<file path="config.mk">
export PLATFORM = sky130hd
export DESIGN_NAME = ctrl_pipe_dec_flat
export DESIGN_NICKNAME = d
export VERILOG_FILES = /design/src/rtl/ctrl_pipe_dec_if.sv /design/src/rtl/ctrl_pipe_dec.sv /design/src/flat_wrapper.sv
export SDC_FILE = /design/constraint.sdc
export NUM_CORES = 1
export LEC_CHECK = 0
export ABC_CLOCK_PERIOD_IN_PS = 1550
export BUFFER_PORTS_ARGS = -buffer_cell sky130_fd_sc_hd__buf_2
export CELL_PAD_IN_SITES_DETAIL_PLACEMENT = 1
export CELL_PAD_IN_SITES_GLOBAL_PLACEMENT = 1
export CORE_MARGIN = 2
export CORE_UTILIZATION = 36
export CTS_CLUSTER_DIAMETER = 100
export DETAILED_ROUTE_END_ITERATION = 8
export PLACE_DENSITY = 0.84
export SLEW_MARGIN = 20
export SYNTH_ARGS = -nofsm -noshare
export SYNTH_HDL_FRONTEND = slang
export SYNTH_SLANG_ARGS = --single-unit
</file>
<file path="constraint.sdc">
create_clock -name clk -period 1.55 [get_ports clk]
set_input_delay 0.155 -clock clk [delete_from_list [all_inputs] [get_ports clk]]
set_output_delay 0.155 -clock clk [all_outputs]
set_load 0.1 [all_outputs]
</file>
<file path="src/rtl/ctrl_pipe_dec_if.sv">
// Decode-to-pipeline control bus: the decode slot handshake, the per-stage
// stall/flush controls and the staged control bundles returned to the datapath.
interface ctrl_pipe_dec_if #(
    parameter int DEPTH = 3,
    parameter int CNTW  = 16,
    parameter int CW    = 12
);
    logic                  i_valid;
    logic [6:0]            i_opcode;
    logic [DEPTH-1:0]      i_stall;
    logic [DEPTH-1:0]      i_flush;
    logic                  i_cnt_clr;
    logic                  o_ready;
    logic [DEPTH-1:0]      o_valid;
    logic [DEPTH*CW-1:0]   o_ctrl;
    logic [CNTW-1:0]       o_illegal_cnt;

    // Driver side: decode stage plus pipeline hazard control
    modport master (
        output i_valid, i_opcode, i_stall, i_flush, i_cnt_clr,
        input  o_ready, o_valid, o_ctrl, o_illegal_cnt
    );

    // Receiver side: the control pipeline itself
    modport slave (
        input  i_valid, i_opcode, i_stall, i_flush, i_cnt_clr,
        output o_ready, o_valid, o_ctrl, o_illegal_cnt
    );
endinterface

</file>
<file path="src/rtl/ctrl_pipe_dec.sv">
// RV32I main decoder feeding a DEPTH-stage control pipeline (E, M, W, ...).
// Each stage has its own valid bit, stall and flush; a stall in any stage
// holds every earlier stage, and a stage whose predecessor is held takes a
// bubble. Illegal instructions that retire from the last stage are counted
// in a saturating counter.
module ctrl_pipe_dec #(
    parameter int DEPTH = 3,
    parameter int CNTW  = 16,
    parameter int CW    = 12
) (
    input  logic           clk,
    input  logic           rst_n,
    ctrl_pipe_dec_if.slave bus
);

    localparam logic [6:0] OP_R   = 7'b0110011;
    localparam logic [6:0] OP_I   = 7'b0010011;
    localparam logic [6:0] OP_LD  = 7'b0000011;
    localparam logic [6:0] OP_S   = 7'b0100011;
    localparam logic [6:0] OP_B   = 7'b1100011;
    localparam logic [6:0] OP_J   = 7'b1101111;
    localparam logic [6:0] OP_JR  = 7'b1100111;
    localparam logic [6:0] OP_LUI = 7'b0110111;
    localparam logic [6:0] OP_UPC = 7'b0010111;
    localparam logic [6:0] OP_SYS = 7'b1110011;

    localparam int BIT_ILLEGAL = 11;

    // Bundle layout, LSB first: regwrite, sel1, sel2, load, store, branch,
    // jal, jalr, resultsrc[1:0], lui, illegal. Illegal opcodes keep the
    // operand selects at their rs1/imm defaults but drive no side effects.
    function automatic logic [CW-1:0] decode(input logic [6:0] op);
        logic       rw, s1, s2, ld, st, br, jl, jr, lu, ill;
        logic [1:0] rs;
        rw = 1'b0; s1 = 1'b1; s2 = 1'b1; ld = 1'b0; st = 1'b0;
        br = 1'b0; jl = 1'b0; jr = 1'b0; lu = 1'b0; ill = 1'b0;
        rs = 2'b00;
        case (op)
            OP_R:   begin rw = 1'b1; s2 = 1'b0; end
            OP_I:   rw = 1'b1;
            OP_LD:  begin rw = 1'b1; ld = 1'b1; rs = 2'b01; end
            OP_S:   st = 1'b1;
            OP_B:   begin s1 = 1'b0; br = 1'b1; end
            OP_J:   begin rw = 1'b1; s1 = 1'b0; jl = 1'b1; rs = 2'b10; end
            OP_JR:  begin rw = 1'b1; jr = 1'b1; rs = 2'b10; end
            OP_LUI: begin rw = 1'b1; lu = 1'b1; end
            OP_UPC: begin rw = 1'b1; s1 = 1'b0; end
            OP_SYS: ;
            default: ill = 1'b1;
        endcase
        return {ill, lu, rs, jr, jl, br, st, ld, s2, s1, rw};
    endfunction

    // Counter increment that sticks at all-ones instead of wrapping.
    function automatic logic [CNTW-1:0] sat_inc(input logic [CNTW-1:0] v);
        return (&v) ? v : v + CNTW'(1);
    endfunction

    logic              vld_p [DEPTH];
    logic [CW-1:0]     ctl_p [DEPTH];
    logic [DEPTH-1:0]  hold;
    logic [CW-1:0]     dec_ctl;
    logic              retire_ill;
    logic [CNTW-1:0]   ill_cnt;

    // An empty decode slot feeds an all-zero bundle so invalid stages read 0.
    assign dec_ctl = bus.i_valid ? decode(bus.i_opcode) : '0;

    // Backward hold chain: a stage holds if it or any later stage stalls.
    always_comb begin
        logic acc;
        acc  = 1'b0;
        hold = '0;
        for (int k = DEPTH - 1; k >= 0; k--) begin
            acc     = acc | bus.i_stall[k];
            hold[k] = acc;
        end
    end

    assign bus.o_ready = ~hold[0];

    for (genvar k = 0; k < DEPTH; k++) begin : g_stage
        if (k == 0) begin : g_first
            // Stage 0 (E): flush beats hold, otherwise capture the decode slot.
            always_ff @(posedge clk) begin
                if (!rst_n) begin
                    vld_p[k] <= 1'b0;
                    ctl_p[k] <= '0;
                end else if (bus.i_flush[k]) begin
                    vld_p[k] <= 1'b0;
                    ctl_p[k] <= '0;
                end else if (!hold[k]) begin
                    vld_p[k] <= bus.i_valid;
                    ctl_p[k] <= dec_ctl;
                end
            end
        end else begin : g_next
            // Stage k: flush beats hold; a held predecessor leaves a bubble.
            always_ff @(posedge clk) begin
                if (!rst_n) begin
                    vld_p[k] <= 1'b0;
                    ctl_p[k] <= '0;
                end else if (bus.i_flush[k]) begin
                    vld_p[k] <= 1'b0;
                    ctl_p[k] <= '0;
                end else if (!hold[k]) begin
                    if (hold[k-1]) begin
                        vld_p[k] <= 1'b0;
                        ctl_p[k] <= '0;
                    end else begin
                        vld_p[k] <= vld_p[k-1];
                        ctl_p[k] <= ctl_p[k-1];
                    end
                end
            end
        end

        assign bus.o_valid[k]          = vld_p[k];
        assign bus.o_ctrl[k*CW +: CW]  = ctl_p[k];
    end

    // An instruction retires when the last stage is valid and neither held nor killed.
    assign retire_ill = vld_p[DEPTH-1] & ~bus.i_stall[DEPTH-1] & ~bus.i_flush[DEPTH-1]
                      & ctl_p[DEPTH-1][BIT_ILLEGAL];

    // Illegal-retire counter: clear wins over a simultaneous increment.
    always_ff @(posedge clk) begin
        if (!rst_n) begin
            ill_cnt <= '0;
        end else if (bus.i_cnt_clr) begin
            ill_cnt <= '0;
        end else if (retire_ill) begin
            ill_cnt <= sat_inc(ill_cnt);
        end
    end

    assign bus.o_illegal_cnt = ill_cnt;

endmodule
</file>
<file path="src/flat_wrapper.sv">
// flat-port wrapper written by rule: the top's interface ports become plain ports
module ctrl_pipe_dec_flat 
#(
    parameter int DEPTH = 3,
    parameter int CNTW  = 16,
    parameter int CW    = 12
)
  (clk, rst_n, bus_i_valid, bus_i_opcode, bus_i_stall, bus_i_flush, bus_i_cnt_clr, bus_o_ready, bus_o_valid, bus_o_ctrl, bus_o_illegal_cnt);
  ctrl_pipe_dec_if #(.DEPTH(DEPTH), .CNTW(CNTW), .CW(CW)) bus_i ();
  input  logic clk;
  input  logic rst_n;
  input wire logic [$bits(bus_i.i_valid)-1:0] bus_i_valid;
  input wire logic [$bits(bus_i.i_opcode)-1:0] bus_i_opcode;
  input wire logic [$bits(bus_i.i_stall)-1:0] bus_i_stall;
  input wire logic [$bits(bus_i.i_flush)-1:0] bus_i_flush;
  input wire logic [$bits(bus_i.i_cnt_clr)-1:0] bus_i_cnt_clr;
  output wire logic [$bits(bus_i.o_ready)-1:0] bus_o_ready;
  output wire logic [$bits(bus_i.o_valid)-1:0] bus_o_valid;
  output wire logic [$bits(bus_i.o_ctrl)-1:0] bus_o_ctrl;
  output wire logic [$bits(bus_i.o_illegal_cnt)-1:0] bus_o_illegal_cnt;
  assign bus_i.i_valid = bus_i_valid;
  assign bus_i.i_opcode = bus_i_opcode;
  assign bus_i.i_stall = bus_i_stall;
  assign bus_i.i_flush = bus_i_flush;
  assign bus_i.i_cnt_clr = bus_i_cnt_clr;
  assign bus_o_ready = bus_i.o_ready;
  assign bus_o_valid = bus_i.o_valid;
  assign bus_o_ctrl = bus_i.o_ctrl;
  assign bus_o_illegal_cnt = bus_i.o_illegal_cnt;
  ctrl_pipe_dec #(.DEPTH(DEPTH), .CNTW(CNTW), .CW(CW)) u_core (.clk(clk), .rst_n(rst_n), .bus(bus_i));
endmodule
</file>
==> flow_summary.toml <==
[clock_network]
cts-root-buf = "clkbuf_8"
clk_path_buf_depth = 2
clock_latency_ns = 0.32
cts_num_sinks = 55
h-tree-depth = 2
clkTransAtPathRegs_ns = 0.10
cts_made_buffers = 5
cts_tree = "built"

[drt]
firstDrtPassIters = 4
ant_nets = 0
via_per_inst = 5.42
detail_route.wl_per_cell_um = 18.4
dr.first_iter.drc_count = 71
totalWireLength_mm = 7.71
vias = 2272
post-route-drc-count = 0

[critical_path]
crit_path_end_kind = "flop"
crit_chain = "and4bb_2 -> buf_4 -> nand3_2 -> o31ai_1 -> a21oi_1"
worst-path-max-fanout = 4
cp_slowest_cell = "edfxtp_1"
worstSetupPathType = "reg -> reg"
arrival_ns = 1.86
r2r.worst_path.cells = 5
slowest_delay_ns = 0.46
r2r_start = "u_core.ctl_p[2][11]"
r2r_slack_ns = -0.11
cp.required_ns = 1.75
cp-start-kind = "flop"
rr_endpoint = "u_core.bus.o_illegal_cnt[13]"

[final_layout]
layout_common_cells = "buf_2, buf_4, edfxtp_1, and3_1, a21oi_1"
antenna_cells = 0
syn_to_final_growth_pct = 42.0
num-fill-cells = 761
post-route-util = 0.525
layout_commonest_cell = "buf_2"
layout-drive-gt1-share = 0.504
multi_input_area_mm2 = 0.00102
fin_nets = 356
seqCellArea_mm2 = 0.00153

[power_and_ir_drop]
p_leak_uw = 0.00160
vdd_drop_max_mv = 0.394
powerDensity_mw_per_mm2 = 850

[yosys]
synthArstFlopShare = 0
yosysSeqAreaShare = 0.593
netlist_area_mm2 = 0.00250
syn_nets = 237
synth_top_area_share = 0.457
avgSynthCellArea_um2 = 11.4
synth-seq-cells = 55
synth_top_cell_by_area = "edfxtp_1"
syn_inst = 219
synth_ff_type = "edfxtp_1"
yosysUniqueCellTypes = 40
synth_edf_count = 38
ys_warn_count = 0
synth_area_leaders = "edfxtp_1, dfxtp_1, and3_1"

[timing]
finalCriticalPeriod_ns = 1.66
drv_slew = 0
max_slew.worst_pin.slew_ns = 0.526
setup_viol = 8
relSlewSlack = 0.652
layout_setup_ws_ns = -0.115
fin_skew_ns = 0.00835
fin_crit_sh = 1.07
hold_violations = 0
timing.fmax_mhz = 601
rsz0062_at_grt = "yes"
tns_ns = -0.406

[floorplanning]
core_mm2 = 0.00676
rows = 30
top_level_ports = 73
dieArea_mm2 = 0.00762
die_y_um = 87.3
start_util = 0.370
dieWidth_um = 87.3

[run]
maxCapViolCount = 0

[place]
io_buffers = 72
place.gp.congestion = 0.799
hpwlAfterDp_mm = 5.31

[outcome]
violations = "negative setup slack"
status = "complete, but fails checks"

[hold_path]
hp-class = "in -> reg"
min_to = "u_core.bus.o_illegal_cnt[15]"
min_path_cells = 3
hold_start = "bus_i_cnt_clr"

[global_route]
grt_max_degree = 19
grt_overflow = 0
grt_pass1_wl_mm = 11.3
track_usage = 0.191
grt_pass1_vias = 2242
antenna_found_initial = 0
==> per-layer routing <==
layer / vias to the layer above / part of all wire / track usage
li1: 1082 / - / -
met1: 1116 / 0.44 / 0.245
met2: 57 / 0.50 / 0.324
met3: 17 / 0.035 / 0.0360
met4: 0 / 0.025 / 0.0657
met5: - / 0 / 0
==> area by class of cell <==
class	instances	share of cell area
Tap cell	80	0.0282
Timing Repair Buffer	122	0.219
Sequential cell	55	0.431
Clock buffer	5	0.0194
Clock inverter	3	0.00670
Inverter	6	0.00635
Multi-Input combinational cell	148	0.289
==> power by group <==
group / total, uW / switching [uW] / internal [uW]
combinational: 562 / 472 / 89.2
sequential: 1620 / 24.1 / 1590
clock: 836 / 509 / 328
==> how the worst max path moves through the flow <==
stage | startpoint | end | slack, ns | cells past startpoint
global placement | u_core.bus.o_illegal_cnt[0] | u_core.bus.o_illegal_cnt[3] | -0.02 | 6
global route | u_core.bus.o_illegal_cnt[0] | u_core.bus.o_illegal_cnt[13] | -0.18 | 7
detailed placement | u_core.bus.o_illegal_cnt[0] | u_core.bus.o_illegal_cnt[11] | -0.11 | 5
CTS | u_core.bus.o_illegal_cnt[0] | u_core.bus.o_illegal_cnt[14] | -0.03 | 5
finish | u_core.ctl_p[2][11] | u_core.bus.o_illegal_cnt[13] | -0.11 | 5
floorplan | u_core.ctl_p[2][11] | u_core.bus.o_illegal_cnt[14] | -0.58 | 4
==> cells in the mapped netlist, types with 3 or more instances <==
cell / instances
o21ai_0: 10
edfxtp_1: 38
nand2b_1: 3
a21oi_1: 17
nor2b_1: 3
nor4_1: 3
nor3_1: 7
nand4_1: 6
or4_1: 8
clkbuf_1: 7
dfxtp_1: 17
buf_4: 3
and3_1: 15
or3_1: 4
nor2_1: 10
nand2_1: 8
and2_1: 13
inv_1: 6
nand3_1: 11
o31ai_1: 7
==> state kept, by name, indices dropped and copies added, names as in the netlist <==
register	cells
u_core.bus.o_illegal_cnt	16
u_core.ctl_p	36
u_core.vld_p	3
==> repair_timing <==
action / CTS / global route
setup buffers: 6 / 9
resized for setup: 7 / 23
hold buffers: 0 / 0
setup endpoints to repair: 13 / 15
gates cloned: 0 / 1
pin swaps: 8 / 11
==> cell families (layout without fill, tap and decap cells) <==
family / count (synthesis) / count (layout) / synth area share
and+or+nand+nor: 103 / 104 / 0.265
AOI/OAI and AO/OA: 42 / 42 / 0.103
adders and majority gates: 1 / 1 / 0.00501
buffers and inverters: 17 / 136 / 0.0306
xor gates and xnor gates: 1 / 1 / 0.00351
DFF: 55 / 55 / 0.593
==> critical path, delay by kind of cell, from the launching register on <==
| family | cells | cell delay (ns) |
|---|---|---|
| AO/OA/AOI/OAI | 2 | 0.51 |
| flip-flops | 1 | 0.46 |
| AND/OR/NAND/NOR | 2 | 0.45 |
| buffers and inverters | 1 | 0.13 |
==> per-stage QoR <==
| step | total power, uW | setup WS, ns | std cells | hold WS (ns) | area (um^2) |
|---|---|---|---|---|---|
| global route | 3100 | -0.180 | 419 | 0.181 | 3550 |
| global placement | 2190 | -0.0187 | 395 | 0.485 | 3230 |
| floorplan | 2080 | -0.581 | 219 | 0.313 | 2550 |
| finish | 3010 | -0.115 | 419 | 0.167 | 3550 |
| detailed placement | 2200 | -0.105 | 395 | 0.488 | 3230 |
| CTS | 3010 | -0.0301 | 409 | 0.153 | 3390 |
Note: power is estimated with default switching activity, not from simulation.
